### config.mk
export PLATFORM = sky130hd
export DESIGN_NAME = seg_scan_driver
export DESIGN_NICKNAME = d
export VERILOG_FILES = /design/src/rtl/seg_pkg.sv /design/src/rtl/seg_hex_decode.sv /design/src/rtl/seg_scan_driver.sv
export SDC_FILE = /design/constraint.sdc
export NUM_CORES = 1
export LEC_CHECK = 0
export ABC_AREA = 1
export CORE_MARGIN = 1
export CORE_UTILIZATION = 56
export CTS_CLUSTER_DIAMETER = 40
export DETAILED_ROUTE_END_ITERATION = 12
export GPL_ROUTABILITY_DRIVEN = 1
export GPL_TIMING_DRIVEN = 1
export PLACE_DENSITY = 0.79
export SLEW_MARGIN = 20
export SYNTH_ARGS = -nofsm -noshare
export SYNTH_HDL_FRONTEND = slang
export SYNTH_SLANG_ARGS = --single-unit
### constraint.sdc
create_clock -name clk -period 2.2 [get_ports clk]
set_input_delay 0.44 -clock clk [delete_from_list [all_inputs] [get_ports clk]]
set_output_delay 0.44 -clock clk [all_outputs]
set_load 0.02 [all_outputs]
### src/rtl/seg_pkg.sv
// Shared segment encoding for the multiplexed seven-segment scan driver.
// Segment bytes are active-low {dp,a,b,c,d,e,f,g}.
package seg_pkg;

  typedef logic [6:0] seg7_t;

  localparam logic [7:0]  SEG_BLANK  = 8'hFF;
  localparam int unsigned SEG_DP_BIT = 7;

  // Hex nibble to active-low a..g pattern
  function automatic seg7_t hex_to_seg7(input logic [3:0] nib);
    seg7_t r;
    case (nib)
      4'h0:    r = 7'h01;
      4'h1:    r = 7'h4F;
      4'h2:    r = 7'h12;
      4'h3:    r = 7'h06;
      4'h4:    r = 7'h4C;
      4'h5:    r = 7'h24;
      4'h6:    r = 7'h20;
      4'h7:    r = 7'h0F;
      4'h8:    r = 7'h00;
      4'h9:    r = 7'h04;
      4'hA:    r = 7'h08;
      4'hB:    r = 7'h60;
      4'hC:    r = 7'h31;
      4'hD:    r = 7'h42;
      4'hE:    r = 7'h30;
      4'hF:    r = 7'h38;
      default: r = 7'h7F;
    endcase
    return r;
  endfunction

endpackage

### src/rtl/seg_hex_decode.sv
// Combinational nibble to seven-segment decoder (dp handled by the caller).
module seg_hex_decode
  import seg_pkg::*;
(
  input  logic [3:0] nib_i,
  output logic [6:0] seg7_o
);

  assign seg7_o = hex_to_seg7(nib_i);

endmodule

### src/rtl/seg_scan_driver.sv
// Time-multiplexed hex display driver: staged load, frame-synchronous shadow
// update, anti-ghost blanking and leading-zero suppression.
module seg_scan_driver
  import seg_pkg::*;
#(
  parameter int N_DIGITS = 4,
  parameter int DIV      = 50000,
  parameter int GHOST    = 0
)(
  input  logic                    clk,
  input  logic                    rst_n,
  input  logic                    load,
  input  logic [4*N_DIGITS-1:0]   data_in,
  input  logic [N_DIGITS-1:0]     dp_in,
  input  logic                    lz_en,
  output logic [7:0]              seg,
  output logic [N_DIGITS-1:0]     dig_sel,
  output logic                    busy,
  output logic                    frame_done
);

  localparam int CNT_W = $clog2(DIV);
  localparam int IDX_W = $clog2((N_DIGITS < 2) ? 2 : N_DIGITS);
  localparam logic [CNT_W-1:0] CNT_LAST = CNT_W'(DIV - 1);
  localparam logic [IDX_W-1:0] IDX_LAST = IDX_W'(N_DIGITS - 1);

  logic [CNT_W-1:0]      cnt_q, cnt_d;
  logic [IDX_W-1:0]      idx_q, idx_d;
  logic [4*N_DIGITS-1:0] staging_q, staging_d, shadow_q, shadow_d;
  logic [N_DIGITS-1:0]   stage_dp_q, stage_dp_d, shadow_dp_q, shadow_dp_d;
  logic                  busy_q, busy_d;
  logic                  frame_done_q;
  logic [7:0]            seg_q, seg_d;
  logic [N_DIGITS-1:0]   dig_sel_q, dig_sel_d;

  logic                  cnt_last_s;
  logic                  boundary_s;
  logic                  ghost_s;
  logic [IDX_W+1:0]      shamt_s;
  logic [3:0]            nib_s;
  logic                  dp_s;
  logic                  upper_zero_s;
  logic [6:0]            seg7_s;

  assign cnt_last_s   = (cnt_q == CNT_LAST);
  assign boundary_s   = cnt_last_s && (idx_q == IDX_LAST);
  assign shamt_s      = {idx_q, 2'b00};
  assign nib_s        = shadow_q[shamt_s +: 4];
  assign dp_s         = shadow_dp_q[idx_q];
  // All nibbles from the current digit up to the MSD are zero
  assign upper_zero_s = ((shadow_q >> shamt_s) == '0);

  generate
    if (GHOST > 0) begin : g_ghost
      localparam logic [CNT_W-1:0] GHOST_C = CNT_W'(GHOST);
      assign ghost_s = (cnt_q < GHOST_C);
    end else begin : g_no_ghost
      assign ghost_s = 1'b0;
    end
  endgenerate

  seg_hex_decode u_dec (
    .nib_i  (nib_s),
    .seg7_o (seg7_s)
  );

  // Dwell counter and digit index advance
  always_comb begin
    cnt_d = cnt_q;
    idx_d = idx_q;
    if (cnt_last_s) begin
      cnt_d = '0;
      if (idx_q == IDX_LAST) begin
        idx_d = '0;
      end else begin
        idx_d = idx_q + IDX_W'(1);
      end
    end else begin
      cnt_d = cnt_q + CNT_W'(1);
    end
  end

  // Staging/shadow transfer; a load on the boundary bypasses staging
  always_comb begin
    staging_d   = staging_q;
    stage_dp_d  = stage_dp_q;
    shadow_d    = shadow_q;
    shadow_dp_d = shadow_dp_q;
    busy_d      = busy_q;
    if (boundary_s) begin
      if (load) begin
        staging_d   = data_in;
        stage_dp_d  = dp_in;
        shadow_d    = data_in;
        shadow_dp_d = dp_in;
        busy_d      = 1'b0;
      end else if (busy_q) begin
        shadow_d    = staging_q;
        shadow_dp_d = stage_dp_q;
        busy_d      = 1'b0;
      end else begin
        busy_d      = 1'b0;
      end
    end else if (load) begin
      staging_d  = data_in;
      stage_dp_d = dp_in;
      busy_d     = 1'b1;
    end else begin
      busy_d = busy_q;
    end
  end

  // Next segment and digit-enable pattern for the current dwell position
  always_comb begin
    seg_d     = SEG_BLANK;
    dig_sel_d = '1;
    if (ghost_s) begin
      seg_d     = SEG_BLANK;
      dig_sel_d = '1;
    end else begin
      dig_sel_d[idx_q] = 1'b0;
      if (lz_en && (idx_q != '0) && upper_zero_s) begin
        seg_d = SEG_BLANK;
      end else begin
        seg_d             = {1'b1, seg7_s};
        seg_d[SEG_DP_BIT] = ~dp_s;
      end
    end
  end

  // State and output registers
  always_ff @(posedge clk or negedge rst_n) begin
    if (!rst_n) begin
      cnt_q        <= '0;
      idx_q        <= '0;
      staging_q    <= '0;
      stage_dp_q   <= '0;
      shadow_q     <= '0;
      shadow_dp_q  <= '0;
      busy_q       <= 1'b0;
      frame_done_q <= 1'b0;
      seg_q        <= SEG_BLANK;
      dig_sel_q    <= '1;
    end else begin
      cnt_q        <= cnt_d;
      idx_q        <= idx_d;
      staging_q    <= staging_d;
      stage_dp_q   <= stage_dp_d;
      shadow_q     <= shadow_d;
      shadow_dp_q  <= shadow_dp_d;
      busy_q       <= busy_d;
      frame_done_q <= boundary_s;
      seg_q        <= seg_d;
      dig_sel_q    <= dig_sel_d;
    end
  end

  assign seg        = seg_q;
  assign dig_sel    = dig_sel_q;
  assign busy       = busy_q;
  assign frame_done = frame_done_q;

endmodule

# Word-level counts from Yosys, hierarchy flattened

Memories as Yosys holds them, arrays and structs flattened.
Cells that the tools add are included.

Memory bits (writable): 0
Flip-flop bits (word level): 72
Bits of input ports: 24
Bits in latches: 0
Memories: 1
Bits in read-only memories: 112
Logic and storage cells: 43

Shift-type cells: 2
Add/subtract/negate cells: 2
Mux-type cells: 13
$mul: 0
Reduce and logical (&&, ||, !) cells: 9
Bitwise logic cells: 2
$lt $le $gt $ge: 2
Equal/unequal tests: 2
Div/mod/pow operators: 0

Memory list:

| memory          | depth | bits a word | rd ports | clocked after Yosys merged registers in | wr ports | line          | source |
|---|---|---|---|---|---|---|---|
| (no name shown) | 16    | 7           | 1        | 0                                       | 0        | seg_pkg.sv:13 | `case (nib)` |

Operators with widths:

| cell                                                       | number |
|---|---|
| 2-to-1 mux 16 bit                                          | 3 |
| adder 16 x 1 -> 16 bit, second input constant              | 1 |
| equality test 16 bit, second input constant                | 1 |
| logical NOT 16 bit                                         | 1 |
| indexed part select 16 x 5 -> 4 bit                        | 1 |
| right shift 16 x 4 -> 16 bit                               | 1 |
| 2-to-1 mux 4 bit                                           | 2 |
| 2-to-1 mux 8 bit                                           | 1 |
| nonzero test 2 bit                                         | 3 |
| logical AND 1 bit                                          | 4 |
| 2-to-1 mux 1 bit                                           | 4 |
| inverter 4 bit                                             | 1 |
| less-than comparator 2 x 3 -> 1 bit, second input constant | 1 |
| adder 2 x 1 -> 2 bit, second input constant                | 1 |
| binary-select mux 1 bit (select 2 bit)                     | 1 |
| demux 1 bit (select 2 bit)                                 | 1 |
| equality test 2 bit, second input constant                 | 1 |
| >= comparator 2 x 1 -> 1 bit, second input constant        | 1 |
| 2-to-1 mux 2 bit                                           | 1 |
| AND reduction 2 bit                                        | 1 |
| inverter 1 bit                                             | 1 |

# Logic depth before layout (Yosys ltp)

Gate-level depths: netlist of run 1.

Depth after elaboration: 5
Depth in mapped cells: 12

# Hierarchy

A second synthesis of run 1 with hierarchy kept.

Cells, all modules: 457
Area total of the unflattened synthesis: 3,604.7 µm²

By module, submodules not included:

| module          | times used | cells each | sequential area each (µm²) | area each (µm²) |
|---|---|---|---|---|
| seg_scan_driver | 1          | 406        | 1,816.7                    | 3,329.4 |
| seg_hex_decode  | 1          | 51         | 0.0                        | 275.3 |

# Worst setup path after synthesis of run 1

Ideal clock, no wire load.

Path kind: flip-flop to flip-flop
From: register idx_q[1]
To: register seg_q[1], in the netlist seg[1]
Buffers on the path: 2
Stages on the path, launching flop included: 11
Slack: 0.290 ns
Clock period less this slack: 1.910 ns
Arrival time: 1.845 ns
Cell sequence: dfrtp_1 > clkbuf_2 > inv_1 > buf_2 > o21ai_0 > ha_1 > nand3_1 > nand3b_1 > nor2_1 > nand2_1 > nand3_1

Longest elaborated chain between the ends: 4
Elaborated cells between the ends (all ways): 8

RTL lines:

| what                                                                        | line                   | source |
|---|---|---|
| start: declaration                                                          | seg_scan_driver.sv:28  | `logic [IDX_W-1:0] idx_q, idx_d;` |
| start signal: assignment                                                    | seg_scan_driver.sv:146 | `idx_q <= idx_d;` |
| parallel branches: the longest is 3 deep, another holds memory (16 x 7 bit) | n/a                    |  |
| 2-to-1 mux 8 bit *                                                          | seg_scan_driver.sv:122 | `if (lz_en && (idx_q != '0) && upper_zero_s) begin` |
| via seg_d[1]                                                                | seg_scan_driver.sv:33  | `logic [7:0] seg_q, seg_d;` |
| end signal: assignment                                                      | seg_scan_driver.sv:153 | `seg_q <= seg_d;` |
| end: declaration                                                            | seg_scan_driver.sv:33  |  |

Mark *: on every way through the listed nets, which the timed path passes.
A chain may end at the register's enable or synchronous reset.

# Final worst setup path of run 1

From: register idx_q[0]
To: register seg_q[1], in the netlist seg[1]

Same word-level chain as after synthesis.

==> impl_results.md, run 1 <==
* Highest Clock Rate at 519 MHz
* Die height at 81.9 um
* Clk sinks at 72
* PortBufs at 37
* DP HPWL at 5170 um
* CTS buffer count at 9
* Met3 Usage GRT at 6.22%
* Iteration-0 DRC count of the detailed router at 157
* Worst-Skew Late Latency at 0.35 ns
* Setup-failing EPs final at 0
* Lkg Pwr at 2.16 nW
* Final Max Tran Viols at 0
* Crit Path Category: reg -> reg
* Wire per inst at 12.7 um
* Gr ovfl total at 0
* P_int at 2.31 mW
* Worst VDD drop at 514 uV
* Final ANT Viol Nets at 0
* Syn Std Cell Area at 3570 um^2
* Setup repair after global routing missed its margin: no
* TritonCTS clock tree: built
* CP max FO at 14
* Vias at 2,901
* CP required at 2.48 ns
* Final Hold Viols at 0
* Syn_area_per_cell at 8.10 um^2
* Post-synthesis sequential area ratio at 50.9%
* Largest net degree at the start of global routing at 46
* Post-Route WL at 7150 um
* Register share of total power at 47.8%
* CTS clock-pin slew for the worst setup and hold paths at 0.08 ns
* Ys flop type: dfrtp_1
* Worst-case clock skew at 0.00840 ns
* Switching Fraction at 19.3%
* Starting Density at 59.3%
* Die area at 6700 um^2
* Tmin final at 1.93 ns
* CTS root buf: clkbuf_8
* Via density at 5.16
* P per Cell Area at 673 nW/um^2
* Arr. time, crit path at 2.20 ns
* Ant. Diodes at 0
* Drt first pass iters at 4
* Setup_tns at 0 ns
* Ratio of cells with drive above 1 in the final layout at 9.65%
* Worst setup EP type: flop
* Global placement routability congestion at 0.833
* GR Util met2 at 38.7%
* Hold Buf Count CTS at 0
* # DRC at 0
* Sw power at 0.552 mW
* FFs w/ async S/R, synth at 100%
* Num rows at 28
* H-tree level count at 3
* Fin cells at 562
* Fin crit share at 87.6%
* Longest Clk Path Bufs at 2
* Synth unique cells at 30
* Yosys warning total at 0
* Seq cells post-synth at 72
* Worst setup SP type: flop
* Nets at 517
* M1 GR Usage at 32.1%
* Normalized max-slew margin at 58.7%
* MaxCap Viol Count at 0
* Combinational power share at 4.3%
* Initial antenna violation count at 0
* Outcome: completed
* Die width at 81.9 um
* Core Box Area at 6030 um^2
* Post-CTS Resized at 0
* Clk pwr share at 47.9%
* Post-Syn Instances at 441
* Syn Nets at 475
* Area delta synth->final at 18.9%
* Slew @ Worst Pin at 0.619 ns
* Setup Buffers After CTS at 0
* EDFF count, synth at 0
* Global-route wire length before repair at 12,200 um
* Total power draw at 2.86 mW
* Ports at 38
* Vias in the first global route at 2,710
* Hold Path Class: in -> async
* GRT Overall Usage at 24.3%
* Placed instance count at 547
* Busiest grt layer: met2
-- cell families (layout without fill, tap and decap cells) --
family          count (synthesis)  count (layout)  synth area share (%)
compound gates                 14              14                  2.14
xor+xnor                       10              10                  2.45
simple gates                  288             288                  33.8
flops                          72              72                  50.9
buf+inv                        47              93                  7.25
fa+ha+maj                      10              10                  3.50
-- layout by cell type (no fill, tap or decap), types with 2 or more instances in the layout --
cell             count
nand2_1            189
dfrtp_1             59
nor2_1              37
clkdlybuf4s50_1     36
inv_1               28
nand3_1             28
nand4_1             23
dfstp_2             12
ha_1                10
clkbuf_8            10
buf_4               10
o21ai_0              7
xor2_1               7
nor3_1               5
bufinv_16            4
xnor2_1              3
inv_2                2
a21oi_1              2
o21ai_1              2
-- metal layers --
layer	share of wire (%)	wire, um
met4	1.7	123
met2	47	3350
met1	46	3290
met5	0	0
met3	5.4	384
-- synthesized netlist by cell type (2+ instances only) --
master    instances  area share (%)
inv_1            28             2.9
xor2_1            7             1.7
buf_2             5            0.70
o21ai_1           2            0.28
clkbuf_8          2            0.77
nand4_1          23             4.0
buf_6             3            0.95
buf_12            2             1.1
xnor2_1           3            0.74
nand3_1          28             3.9
dfrtp_1          60              42
inv_2             2            0.21
dfstp_2          12             8.8
ha_1             10             3.5
clkbuf_1          4            0.42
nor2_1           37             3.9
a21oi_1           2            0.28
o21ai_0           7            0.98
nor3_1            5            0.70
nand2_1         189              20
-- worst max-delay path, cell delays in order (launching register included) --
cell	delay, ns
dfrtp_2	0.47
inv_2	0.14
nand2_1	0.09
nand2_1	0.08
o21ai_0	0.22
ha_1	0.21
nand3_1	0.08
nand3b_1	0.15
nor2_1	0.11
nand2_1	0.17
nand3_1	0.13
-- cell type report --
class	instances	area (um^2)
fillers	494	1780
multi-input cells	322	1500
clock buffers	10	138
clock inverters	5	129
flip-flops and latches	72	1820
repair buffers	48	460
well taps	75	93.8
inverters	30	113
-- power groups by stage --
stage                     sequential, mW  combinational (mW)  clock [mW]
after floorplan                     1.39              0.0434           0
after global placement              1.39               0.124           0
after detailed placement            1.39               0.126           0
after CTS                           1.36               0.127        1.40
after global routing                1.37               0.143        1.47
final                               1.37               0.124        1.37
-- registers in the layout, indices dropped and copies added (netlist names) --
signal / cells
busy: 1
cnt_q: 16
dig_sel: 4
frame_done: 1
idx_q: 2
seg: 8
shadow_dp_q: 4
shadow_q: 16
stage_dp_q: 4
staging_q: 16
-- final timing paths --
check,start,to,slack [ns],depth (start not counted)
max,idx_q[0],seg[1],0.27,10
min,rst_n,cnt_q[13],0.1,1
max reg2reg,idx_q[0],seg[1],0.27,10
min reg2reg,shadow_q[10],shadow_q[10],0.48,2
max in group asynchronous,rst_n,shadow_q[12],1.44,2
min in group clk,shadow_q[10],shadow_q[10],0.48,2
-- per-stage QoR --
stage | util (%) | instance area [um^2] | setup WS, ns | hold WS [ns]
global route | 70.5 | 4250 | 0.0579 | 0.144
detailed placement | 66.0 | 3980 | 0.168 | 0.458
floorplan | - | 3570 | 0.290 | 0.144
CTS | 70.5 | 4250 | 0.151 | 0.115
global placement | 66.0 | 3980 | 0.277 | 0.455
finish | 70.5 | 4250 | 0.273 | 0.0993
Note: power is estimated with default switching activity, not from simulation.
==> run 2: changes to the inputs <==
--- a/config.mk
+++ b/config.mk
@@ -7,12 +7,12 @@
 export LEC_CHECK = 0
 export ABC_AREA = 1
 export CORE_MARGIN = 1
-export CORE_UTILIZATION = 56
+export CORE_UTILIZATION = 51
 export CTS_CLUSTER_DIAMETER = 40
 export DETAILED_ROUTE_END_ITERATION = 12
 export GPL_ROUTABILITY_DRIVEN = 1
 export GPL_TIMING_DRIVEN = 1
-export PLACE_DENSITY = 0.79
+export PLACE_DENSITY = 0.76
 export SLEW_MARGIN = 20
 export SYNTH_ARGS = -nofsm -noshare
 export SYNTH_HDL_FRONTEND = slang
==> constraint.sdc (replaced) <==
create_clock -name clk -period 1.65 [get_ports clk]
set_input_delay 0.33 -clock clk [delete_from_list [all_inputs] [get_ports clk]]
set_output_delay 0.33 -clock clk [all_outputs]
set_load 0.02 [all_outputs]
==> impl_results.md, run 2 (same netlist as run 1, synthesis figures left out) <==
* Global placement routability congestion at 0.915 (+9.9%)
* Wire per inst at 13.3 um (+4.2%)
* CP required at 1.93 ns (-0.55 ns)
* Commonest cells after routing, fill and taps aside: 178 x nand2_1, 59 x dfrtp_1, 36 x nor2_1
* Fin crit share at 105% (+17 points)
* Combinational power share at 5.1% (+0.8 points)
* Worst-case clock skew at 0.00836 ns (-0.0000415 ns)
* H-tree level count at 3 (unchanged)
* Hold Buf Count CTS at 0 (unchanged)
* Register share of total power at 51.9% (+4.1 points)
* Starting Density at 52.6% (-6.7 points)
* Tmin final at 1.73 ns (-0.200 ns)
* TritonCTS clock tree: built
* Outcome: finished, violations left
* FF-to-FF path depth at 12 (+2)
* # DRC at 0 (unchanged)
* Met3 Usage GRT at 3.85% (-2.4 points)
* Setup-failing EPs final at 8 (+8)
* Die width at 85.7 um (+4.7%)
* Sw power at 0.756 mW (+37%)
* Crit path launch: idx_q[0]
* P per Cell Area at 756 nW/um^2 (+12%)
* Setup_tns at -0.190 ns (-0.190 ns)
* Worst VDD drop at 471 uV (-8.4%)
* CTS buffer count at 9 (unchanged)
* Highest Clock Rate at 579 MHz (+12%)
* P_int at 2.75 mW (+19%)
* DP HPWL at 5300 um (+2.5%)
* Gr ovfl total at 0 (unchanged)
* Hold Path Class: in -> async
* Iteration-0 DRC count of the detailed router at 163 (+3.8%)
* Die height at 85.7 um (+4.7%)
* Crit Path Category: reg -> reg
* Reg2reg setup slack at -0.08 ns (-0.35 ns)
* Worst r2r dst: seg[0]
* Via density at 5.06 (-1.9%)
* Nets at 545 (+5.4%)
* Largest net degree at the start of global routing at 73 (+59%)
* PortBufs at 37 (unchanged)
* Switching Fraction at 21.5% (+2.2 points)
* Crit-path cells: inv_4, nand2_2, nand2_4, buf_4, buf_4, nand2_1, nand2_2, ha_1, nand2_2, nand3_1, nand2_1, nand2_1
* Slew @ Worst Pin at 0.393 ns (-0.227 ns)
* Die area at 7340 um^2 (+9.6%)
* Clk pwr share at 43.1% (-4.8 points)
* Ports at 38 (unchanged)
* CTS clock-pin slew for the worst setup and hold paths at 0.07 ns (about the same)
* GR Util met2 at 36.9% (-1.8 points)
* Vias in the first global route at 2,972 (+9.7%)
* MaxCap Viol Count at 0 (unchanged)
* Post-Route WL at 8110 um (+13%)
* RR Startpoint: idx_q[0]
* Drt first pass iters at 5 (+1)
* M1 GR Usage at 32.0% (-0.13 points)
* Worst Setup Slack, final at -0.0770 ns (-0.350 ns)
* Commonest non-fill, non-tap cell in the layout: nand2_1
* Worst-Skew Late Latency at 0.36 ns (about the same)
* Vias at 3,099 (+6.8%)
* Ant. Diodes at 0 (unchanged)
* Arr. time, crit path at 2.01 ns (-0.19 ns)
* Final Max Tran Viols at 0 (unchanged)
* CTS root buf: clkbuf_8
* CP max FO at 7 (-7)
* Core Box Area at 6790 um^2 (+13%)
* Pre-CTS setup slack at -0.0668 ns (-0.235 ns)
* Lkg Pwr at 2.37 nW (+9.6%)
* Busiest grt layer: met2
* Longest Clk Path Bufs at 2 (unchanged)
* Num rows at 30 (+7.1%)
* Worst setup EP type: flop
* Final hold slack at -0.0329 ns (-0.132 ns)
* Area delta synth->final at 30.0%
* Biggest regs: cnt_q x16, shadow_q x16, staging_q x16
* Final Hold Viols at 17 (+17)
* Global-route wire length before repair at 13,400 um (+9.8%)
* Initial antenna violation count at 0 (unchanged)
* Failing checks: negative hold slack, negative setup slack
* Ratio of cells with drive above 1 in the final layout at 19.8% (+10 points)
* GRT Overall Usage at 23.4% (-0.93 points)
* Slowest-stage cell, CP: dfrtp_2
* Setup crit end: seg[0]
* Final ANT Viol Nets at 0 (unchanged)
* Setup repair after global routing missed its margin: yes
* Clk sinks at 72 (unchanged)
* Normalized max-slew margin at 73.6% (+15 points)
* Worst setup SP type: flop
* Largest stage delay on the critical path at 0.46 ns (about the same)
run 2: metrics by stage:
step / util (%) / cell area [um^2] / instances / total power [mW] / hold slack, ns
2_1_floorplan: - / 3600 / 441 / 1.91 / 0.0344
3_3_place_gp: 62.3 / 4230 / 592 / 2.03 / 0.383
3_5_place_dp: 62.3 / 4230 / 592 / 2.03 / 0.384
4_1_cts: 66.2 / 4500 / 610 / 3.53 / 0.00122
5_1_grt: 68.3 / 4640 / 612 / 3.65 / 0.0173
6_report: 68.3 / 4640 / 612 / 3.51 / -0.0329
run 2: how the worst min path moves through the flow:
stage	end	slack (ns)	cells past startpoint
3_3_place_gp	staging_q[5]	0.38	2
5_1_grt	staging_q[5]	0.02	2
4_1_cts	staging_q[5]	0.001	2
6_report	staging_q[5]	-0.03	2
2_1_floorplan	busy	0.03	0
3_5_place_dp	staging_q[5]	0.38	2
run 2: routing by layer:
layer	routed length [um]	vias up
met5	0	-
met4	104	0
met3	422	11
met2	3880	87
met1	3700	1460
li1	-	1541
run 2: what timing repair did:
action,CTS,global route
endpoints found under the hold margin,0,0
pin swaps,15,12
resized for setup,25,23
buffers inserted,2,1
setup endpoints to repair,42,32
cloned,0,1
run 2: final cells by class:
class                      instances  area [um^2]
fill                             556         2150
sequential                        72         1820
multi-input combinational        322         1660
timing repair buffer              76          709
clock buffer                      14          183
tap                               96          120
inverter                          30          115
clock inverter                     2         35.0
run 2: power by group through the flow:
stage	Combinational, mW	Sequential [mW]	Clock, mW
after global routing	0.203	1.82	1.62
after global placement	0.177	1.85	0
after floorplan	0.0579	1.85	0
final	0.177	1.82	1.51
after CTS	0.181	1.82	1.53
after detailed placement	0.180	1.85	0
run 2: worst max-delay path, delay by kind of cell (launching register included):
kind          cells  cell delay [ns]
fa+ha+maj         1             0.21
simple gates      8             0.65
buf+inv           3             0.33
flops             1             0.46
==> run 3: changes to the inputs <==
--- a/config.mk
+++ b/config.mk
@@ -12,8 +12,9 @@
 export DETAILED_ROUTE_END_ITERATION = 12
 export GPL_ROUTABILITY_DRIVEN = 1
 export GPL_TIMING_DRIVEN = 1
-export PLACE_DENSITY = 0.76
+export PLACE_DENSITY = 0.81
 export SLEW_MARGIN = 20
 export SYNTH_ARGS = -nofsm -noshare
 export SYNTH_HDL_FRONTEND = slang
+export SYNTH_HIERARCHICAL = 1
 export SYNTH_SLANG_ARGS = --single-unit
==> impl_results.md, run 3 <==
* Outcome: finished, violations left
* Failing checks: negative hold slack, negative setup slack
* Largest net degree at the start of global routing at 73 (unchanged)
* Ports at 38 (unchanged)
* Worst VDD drop at 554 uV (+18%)
* Syn_area_per_cell at 7.89 um^2 (-2.6%)
* Total power draw at 3.83 mW (+9.1%)
* Normalized max-slew margin at 74.6% (+1.0 points)
* Area delta synth->final at 32.8%
* P per Cell Area at 800 nW/um^2 (+5.8%)
* Post-synthesis sequential area ratio at 50.4% (-0.48 points)
* Worst setup SP type: flop
* Slew @ Worst Pin at 0.381 ns (-0.0120 ns)
* H-tree level count at 3 (unchanged)
* CP max FO at 8 (+1)
* Num rows at 30 (unchanged)
* Largest stage delay on the critical path at 0.49 ns (+0.03 ns)
* FFs w/ async S/R, synth at 100% (unchanged)
* Ys flop type: dfrtp_1
* Highest Clock Rate at 584 MHz (+0.80%)
* Final ANT Viol Nets at 0 (unchanged)
* Reg2reg setup slack at -0.06 ns (about the same)
* RR Startpoint: idx_q[0]
* Ant. Diodes at 0 (unchanged)
* Yosys warning total at 6 (+6)
* Area occupied by multi-input gates at 1710 um^2 (+2.9%)
* Lkg Pwr at 2.51 nW (+6.1%)
* Worst-case clock skew at 0.0102 ns (+0.00182 ns)
* Post-Syn Instances at 457 (+3.6%)
* Tmin final at 1.71 ns (-0.0136 ns)
* Syn Nets at 493 (+3.8%)
* Drt first pass iters at 4 (-1)
* Final Max Tran Viols at 0 (unchanged)
* Syn Std Cell Area at 3600 um^2 (+0.95%)
* Worst r2r dst: seg[2]
* Hold Buf Count CTS at 0 (unchanged)
* Placed inst area at 4230 um^2 (-0.15%)
* Worst Setup Slack, final at -0.0634 ns (+0.0136 ns)
* Ratio of cells with drive above 1 in the final layout at 22.8% (+3.1 points)
* Seq cells post-synth at 72 (unchanged)
* Final Cell Area at 4790 um^2 (+3.1%)
* FF-to-FF path depth at 10 (-2)
* Global placement routability congestion at 0.935 (+2.2%)
* Post-Route WL at 8350 um (+2.9%)
* Die height at 86.1 um (+0.46%)
* Vias in the first global route at 3,160 (+6.3%)
* Via density at 5.05 (-0.28%)
* DP HPWL at 5140 um (-2.9%)
* CTS root buf: clkbuf_8
* CTS buffer count at 9 (unchanged)
* Synth area leaders: dfrtp_1 42%, nand2_1 20%, dfstp_2 8.7%
* EDFF count, synth at 0 (unchanged)
* FF+latch area at 1820 um^2 (about the same)
* Fin crit share at 104% (-0.83 points)
* Vias at 3,161 (+2.0%)
* Fillers at 513 (-7.7%)
* Setup-failing EPs final at 8 (unchanged)
* Core Box Area at 6790 um^2 (unchanged)
* Iteration-0 DRC count of the detailed router at 191 (+17%)
* Clk sinks at 72 (unchanged)
* Initial antenna violation count at 0 (unchanged)
* Crit-path cells: clkinvlp_4, buf_6, ha_4, inv_2, nand2_1, nor2_1, nand2_1, nor2_2, nand3_4, nand2_2
* Worst setup EP type: flop
* Nets at 561 (+2.9%)
* Crit path launch: idx_q[0]
* Hold Path Class: in -> async
* Longest Clk Path Bufs at 2 (unchanged)
* Biggest regs: cnt_q x16, shadow_q x16, staging_q x16
* Setup repair after global routing missed its margin: yes
* CP required at 1.94 ns (about the same)
* Most frequent cell after synthesis: nand2_1
* Final hold slack at -0.0248 ns (+0.00803 ns)
* Wire per inst at 13.3 um (+0.63%)
* Yosys top cell by area: dfrtp_1
* # DRC at 0 (unchanged)
* GRT Overall Usage at 24.2% (+0.84 points)
* Arr. time, crit path at 2.01 ns (about the same)
* TritonCTS clock tree: built
* Die width at 86.1 um (+0.46%)
* Global-route wire length before repair at 14,000 um (+4.0%)
* Crit Path Category: reg -> reg
* Top cell by count, worst path: nand2_1
* Commonest non-fill, non-tap cell in the layout: nand2_1
* Commonest cells post-synth: 191 x nand2_1, 60 x dfrtp_1, 42 x inv_1, 40 x nor2_1, 24 x nand3_1
* PortBufs at 37 (unchanged)
* MaxCap Viol Count at 0 (unchanged)
* Commonest cells after routing, fill and taps aside: 168 x nand2_1, 58 x dfrtp_1, 39 x nor2_1
* Gr ovfl total at 0 (unchanged)
* Synth unique cells at 23 (-23%)
* Starting Density at 53.1% (+0.50 points)
* Slowest-stage cell, CP: dfrtp_2
* Final Hold Viols at 12 (-5)
* Post-Route Utilization at 70.5% (+2.1 points)
* Post-synth top area share at 41.7% (-0.39 points)
* Die area at 7410 um^2 (+0.92%)
* CTS clock-pin slew for the worst setup and hold paths at 0.08 ns (about the same)
* Worst-Skew Late Latency at 0.36 ns (about the same)
-- run 3: layout make-up --
type	count	share of cell area [%]
clock inverter	5	2.69
tap	96	2.51
timing repair inverter	1	0.157
timing repair buffer	71	14.1
sequential	72	38.0
inverter	48	4.10
multi-input combinational	322	35.7
clock buffer	11	2.74
-- run 3: power breakdown --
part	total, mW	switching, mW	internal (mW)
Clock	1.83	0.672	1.16
Sequential	1.82	0.0125	1.81
Combinational	0.176	0.0944	0.0813
Total	3.83	0.779	3.05
-- run 3: critical path, delay by kind of cell (launching register included) --
family,cells,cell delay (ns)
flip-flops,1,0.49
buffers and inverters,3,0.33
adder cells (fa/ha/maj),1,0.15
AND/OR/NAND/NOR,6,0.69
-- run 3: stage by stage --
step           cells  worst slack (ns)  setup TNS (ns)  hold slack (ns)
6_report         626           -0.0634          -0.412          -0.0248
3_5_place_dp     599           -0.0350          -0.532            0.384
4_1_cts          621           0.00281               0          0.00240
5_1_grt          626            -0.147           -1.04           0.0142
3_3_place_gp     599            0.0268               0            0.379
2_1_floorplan    457            0.0101               0           0.0344
-- run 3: cell families (layout without fill, tap and decap cells) --
group / count (synthesis) / after routing / share of synthesized area, %
buf+inv: 64 / 136 / 7.50
compound gates: 13 / 13 / 1.84
xor+xnor: 11 / 11 / 2.67
fa+ha+maj: 12 / 12 / 4.17
flops: 72 / 72 / 50.4
simple gates: 285 / 286 / 33.4
-- run 3: metal layers --
layer | GRT usage [%] | vias up | share of wire (%)
met2 | 41.4 | 89 | 52
li1 | - | 1555 | -
met3 | 3.95 | 25 | 4.1
met5 | 0 | - | 0
met1 | 29.9 | 1492 | 41
met4 | 11.7 | 0 | 3.1
-- run 3: how the worst max path moves through the flow --
stage | endpoint | slack, ns | depth (start not counted)
final | seg[2] | -0.06 | 10
after floorplan | seg[3] | 0.01 | 15
after global placement | shadow_q[4] | 0.03 | 6
after detailed placement | shadow_q[3] | -0.04 | 6
after global routing | seg[4] | -0.15 | 10
after CTS | seg[0] | 0.003 | 13
-- run 3: timing repair --
item	CTS	global route
buffers inserted	5	4
gates cloned	1	1
pin swaps	2	22
endpoints found under the setup margin	16	30
resized for setup	19	61
